--- src/rtl/ula_seq.sv ---
// Command sequencer feeding a combinational 8-bit ULA: FIFO-buffered (a, b, op, tag) in, tagged in-order results out.
// Optional divide-by-zero guard enabled with macro ULA_SEQ_DIVZERO_CHK_EN.
module ula_seq #(
  parameter int DEPTH = 4,
  parameter int TAG_W = 4
) (
  input  logic             clk,
  input  logic             rst_n,
  input  logic             cmd_valid,
  output logic             cmd_ready,
  input  logic [7:0]       cmd_a,
  input  logic [7:0]       cmd_b,
  input  logic [1:0]       cmd_op,
  input  logic [TAG_W-1:0] cmd_tag,
  output logic [7:0]       ula_a,
  output logic [7:0]       ula_b,
  output logic [1:0]       ula_op,
  input  logic [7:0]       ula_r,
  output logic             rsp_valid,
  input  logic             rsp_ready,
  output logic [7:0]       rsp_r,
  output logic [TAG_W-1:0] rsp_tag,
  output logic             rsp_err
);

  localparam int AW = (DEPTH > 1) ? $clog2(DEPTH) : 1;

  typedef struct packed {
    logic [7:0]       a;
    logic [7:0]       b;
    logic [1:0]       op;
    logic [TAG_W-1:0] tag;
  } cmd_t;

  typedef enum logic [1:0] {IDLE, ISSUE, RESP} state_t;

  state_t          state;
  cmd_t            mem [DEPTH];
  cmd_t            head;
  logic [AW-1:0]   wr_ptr;
  logic [AW-1:0]   rd_ptr;
  logic [AW:0]     count;
  logic [TAG_W-1:0] tag_q;
  logic            dz_q;
  logic            push;
  logic            pop;
  logic            not_empty;
  logic            dz;
  logic [7:0]      b_eff;

  assign head      = mem[rd_ptr];
  assign not_empty = (count != '0);
  assign cmd_ready = (count != (AW+1)'(DEPTH));
  assign push      = cmd_valid && cmd_ready;
  // Pop whenever the stage is free: idle, or the held response is being taken.
  assign pop       = not_empty && ((state == IDLE) || ((state == RESP) && rsp_ready));

`ifdef ULA_SEQ_DIVZERO_CHK_EN
  assign dz    = (head.op == 2'b11) && (head.b == 8'd0);
  assign b_eff = dz ? 8'd1 : head.b;
`else
  assign dz    = 1'b0;
  assign b_eff = head.b;
`endif

  always_ff @(posedge clk) begin
    if (push) begin
      mem[wr_ptr] <= '{a: cmd_a, b: cmd_b, op: cmd_op, tag: cmd_tag};
    end
  end

  always_ff @(posedge clk or negedge rst_n) begin
    if (!rst_n) begin
      wr_ptr <= '0;
      rd_ptr <= '0;
      count  <= '0;
    end else begin
      if (push) wr_ptr <= wr_ptr + AW'(1);
      if (pop)  rd_ptr <= rd_ptr + AW'(1);
      case ({push, pop})
        2'b10:   count <= count + (AW+1)'(1);
        2'b01:   count <= count - (AW+1)'(1);
        default: count <= count;
      endcase
    end
  end

  always_ff @(posedge clk or negedge rst_n) begin
    if (!rst_n) begin
      state     <= IDLE;
      ula_a     <= '0;
      ula_b     <= '0;
      ula_op    <= '0;
      tag_q     <= '0;
      dz_q      <= 1'b0;
      rsp_valid <= 1'b0;
      rsp_r     <= '0;
      rsp_tag   <= '0;
      rsp_err   <= 1'b0;
    end else begin
      case (state)
        IDLE: begin
          if (pop) begin
            ula_a  <= head.a;
            ula_b  <= b_eff;
            ula_op <= head.op;
            tag_q  <= head.tag;
            dz_q   <= dz;
            state  <= ISSUE;
          end
        end
        ISSUE: begin
          rsp_valid <= 1'b1;
          rsp_r     <= dz_q ? 8'hFF : ula_r;
          rsp_tag   <= tag_q;
          rsp_err   <= dz_q;
          state     <= RESP;
        end
        RESP: begin
          if (rsp_ready) begin
            rsp_valid <= 1'b0;
            if (pop) begin
              ula_a  <= head.a;
              ula_b  <= b_eff;
              ula_op <= head.op;
              tag_q  <= head.tag;
              dz_q   <= dz;
              state  <= ISSUE;
            end else begin
              state  <= IDLE;
            end
          end
        end
        default: state <= IDLE;
      endcase
    end
  end

endmodule

--- config.mk ---
export PLATFORM = sky130hd
export DESIGN_NAME = ula_seq
export DESIGN_NICKNAME = d
export VERILOG_FILES = /design/src/rtl/ula_seq.sv
export SDC_FILE = /design/constraint.sdc
export NUM_CORES = 1
export LEC_CHECK = 0
export ABC_AREA = 1
export CORE_ASPECT_RATIO = 1.5
export CORE_MARGIN = 10
export CORE_UTILIZATION = 55
export DETAILED_ROUTE_END_ITERATION = 16
export GPL_TIMING_DRIVEN = 0
export MAX_ROUTING_LAYER = met4
export PLACE_DENSITY = 0.77
export SKIP_LAST_GASP = 1
export SLEW_MARGIN = 25
export SYNTH_ARGS = -nofsm -noshare
export SYNTH_HDL_FRONTEND = slang
export SYNTH_SLANG_ARGS = --single-unit
--- constraint.sdc ---
create_clock -name clk -period 3.85 [get_ports clk]
set_clock_uncertainty 0.1 [all_clocks]
set_input_delay 1.155 -clock clk [delete_from_list [all_inputs] [get_ports clk]]
set_output_delay 1.155 -clock clk [all_outputs]
set_load 0.1 [all_outputs]
==> metrics.md <==
| Metric | Value |
|---|---|
| Antenna-violating nets left | 0 |
| Asr flop ratio synth | between 30% and 40% |
| Post-Syn Instances | between 500 and 600 |
| Post-CTS Setup Bufs | 0 |
| Fin util | a little over two thirds |
| Ports | 67 |
| Largest area contributor in the synthesized netlist | edfxtp_1 |
| Status | finished, final reports clean |
| Initial antenna violation count | 0 |
| Most frequent cells in the layout | nand2_1 (224), inv_1 (101), edfxtp_1 (88), clkdlybuf4s50_1 (64), nand3_1 (49) |
| # clock sinks | approximately 130 |
| GRT Overall Usage | roughly 18% |
| Part of the cycle the worst path needs | approximately nine tenths |
| Commonest non-fill, non-tap cell in the layout | nand2_1 |
| Row count | between 40 and 50 |
| Hold Crit Endpoint | rsp_r[1] |
| IO Port Bufs | 65 |
| RSZ-0062 raised after global routing | no |
| CTS Buffer Depth | 2 |
| Layout area overhead | 26.7% |
| Reg-to-Reg Start | state[0] |
| Reg2reg path depth | 10 |
| Yosys warns | 0 |
| Num CTS Buffers | 17 |
| DRT Wirelength | around 12 mm |
| Worst path max stage delay | 1.16 ns |
| Layout cells sized above 1 | 11.1% |
| Number of synthesized register bits | between 100 and 150 |
| First-pass GRT wire length | about 20 mm |
| Hold Crit Start | rsp_r[1] |
| GPL Wtd Cong | approximately 0.85 |
| Final hold vios | 0 |
| Worst Path Arrival | 2.16 ns |
| Slew margin rel. | 33.1% |
| Layout filler cell count | 690 |
| Starting Density | between 50% and 60% |
| CP top delay family | buffers and inverters |
| Fmax achieved | ~300 MHz |
| Mapped Nets | ~600 |
| Vias in the first global route | a little over 4k |
| Reg2reg setup slack | about 1.7 ns |
| Slowest-stage cell, CP | clkdlybuf4s50_1 |
| Worst Setup End Kind | output port |
| Clock transition at the registers of the reported paths | around 0.060 ns |
| Maxcap violations | 0 |
| CTS tree | built |
| Depth of the CTS H-tree | 4 |
| Die Ht | 143 um |
| WHS | 0.371 ns |
| Die ar. | 14700 um2 |
| CTS root buffer | clkbuf_16 |
| Shortest period the worst path allows | between 3 and 4 ns |
| Clk Latency, worst-skew pair | 0.42 ns |
| HPWL Detailed | 8.23 mm |
| Pre-antenna DRT Iters | 5 |
| Placed instance area | approximately 6500 um2 |
| # setup viols final | 0 |
| Synth area leaders | edfxtp_1 (47%), dfrtp_1 (20%), nand2_1 (15%) |
| # nets final | 687 |
| Hold crit path type | reg2reg |
| Yosys cell types | 21 |
| Total Neg Setup Slack | 0 ns |
| Via Count | around 4k |
| Worst Setup Start Kind | flop |
| Cell area after layout | between 7000 and 8000 um2 |
| Wire per inst | roughly 16 um |
| Worst path bufs/invs | 2 |
| Hold buffer count at cts | 0 |
| Register area share after synthesis | between 60% and 70% |
| Worst-margin pin slew | roughly 1.0 ns |
| WHS Path Cells | 2 |
| Drt drc | 0 |
| Worst-path cell chain | inv_2 > nand3_1 > clkdlybuf4s50_1 |
| WS Path Type | reg2out |
| Number of synthesized flops with an enable pin | between 80 and 90 |
| Reg2reg end | count[2] |
| Critical Path RT | approximately 2.6 ns |
| Levels on crit path | 3 |
| Grt ovf | 0 |
| Post-CTS Resized | 0 |
| Iteration-0 DRC Markers | between 300 and 400 |
| Largest net degree at the start of global routing | 32 |
| ANT cells | 0 |
| Die Wd | 102 um |
| Synthesized area | ~5600 um2 |
| Avg Cell Area, Syn | about 10 um2 |
| Vias per std cell | approximately 5.1 |
| Pins Over Slew Limit | 0 |
| Max FO, Critical Path | 3 |
| Top cell type's share of synthesized area | 47.4% |
| CORE AREA | roughly 10000 um2 |
| Most common flop cell mapped by yosys | edfxtp_1 |
==> stage by stage <==
stage,setup slack (ns),instances
after CTS,0.405,777
after global routing,0.366,777
after detailed placement,0.456,745
after global placement,-0.224,740
final,0.432,777
after floorplan,0.918,558
==> area by class of cell <==
type | instances | area [um2] | share of cell area (%)
plain buffers | 21 | 143 | 2.02
multi-input cells | 297 | 1320 | 18.7
repair buffers | 70 | 768 | 10.9
well taps | 117 | 146 | 2.07
clock buffers | 18 | 429 | 6.07
flip-flops and latches | 132 | 3740 | 53.0
clock inverters | 14 | 114 | 1.61
inverters | 108 | 405 | 5.74
==> worst max path at each step <==
| stage | slack [ns] | to | start |
|---|---|---|---|
| after floorplan | 0.92 | mem[0][0] | count[1] |
| after global placement | -0.22 | mem[0][20] | cmd_valid |
| after detailed placement | 0.46 | count[2] | rsp_ready |
| after CTS | 0.41 | cmd_ready | count[0] |
| after global routing | 0.37 | cmd_ready | count[1] |
| final | 0.43 | cmd_ready | count[0] |
==> cell families (layout without fill, tap and decap cells) <==
kind of cell | after synthesis | count (layout) | synth area share, %
compound gates | 3 | 3 | 0.336
xor+xnor | 4 | 4 | 0.628
fa+ha+maj | 6 | 6 | 1.48
buf+inv | 129 | 231 | 9.82
flops | 132 | 132 | 67.1
other cells | 1 | 1 | 0.0672
simple gates | 283 | 283 | 20.6
==> metal layers <==
layer  part of all wire [%]  global-route usage [%]  vias to the layer above  wire length (um)
met5                      0                       -                        -                 0
met4                    2.9                    10.4                        0               350
met3                    5.7                    4.61                       32               699
met2                     53                    30.8                      137              6530
met1                     38                    19.3                     1870              4690
li1                       -                       -                     1888                 -
==> cell usage after synthesis (3+ instances only) <==
cell type / n
inv_2: 7
nand2_1: 224
edfxtp_1: 88
buf_4: 10
inv_1: 101
nor2_1: 5
buf_2: 9
ha_1: 5
xor2_1: 3
nand3_1: 49
dfrtp_1: 44
==> sequential cells by signal (all words and copies together) (netlist names), 2 cells and up <==
signal	cells
mem	88
ula_a	8
count	3
ula_b	8
rsp_tag	4
rd_ptr	2
tag_q	4
wr_ptr	2
ula_op	2
state	2
rsp_r	8
==> tightest hold or removal path, delay by kind of cell (launching register included) <==
| kind | cells | cell delay [ns] |
|---|---|---|
| and+or+nand+nor | 2 | 0.10 |
| DFF | 1 | 0.34 |
Power is not shown: default switching activity piles up to over one toggle a cycle in this logic, so the estimate is an artifact.
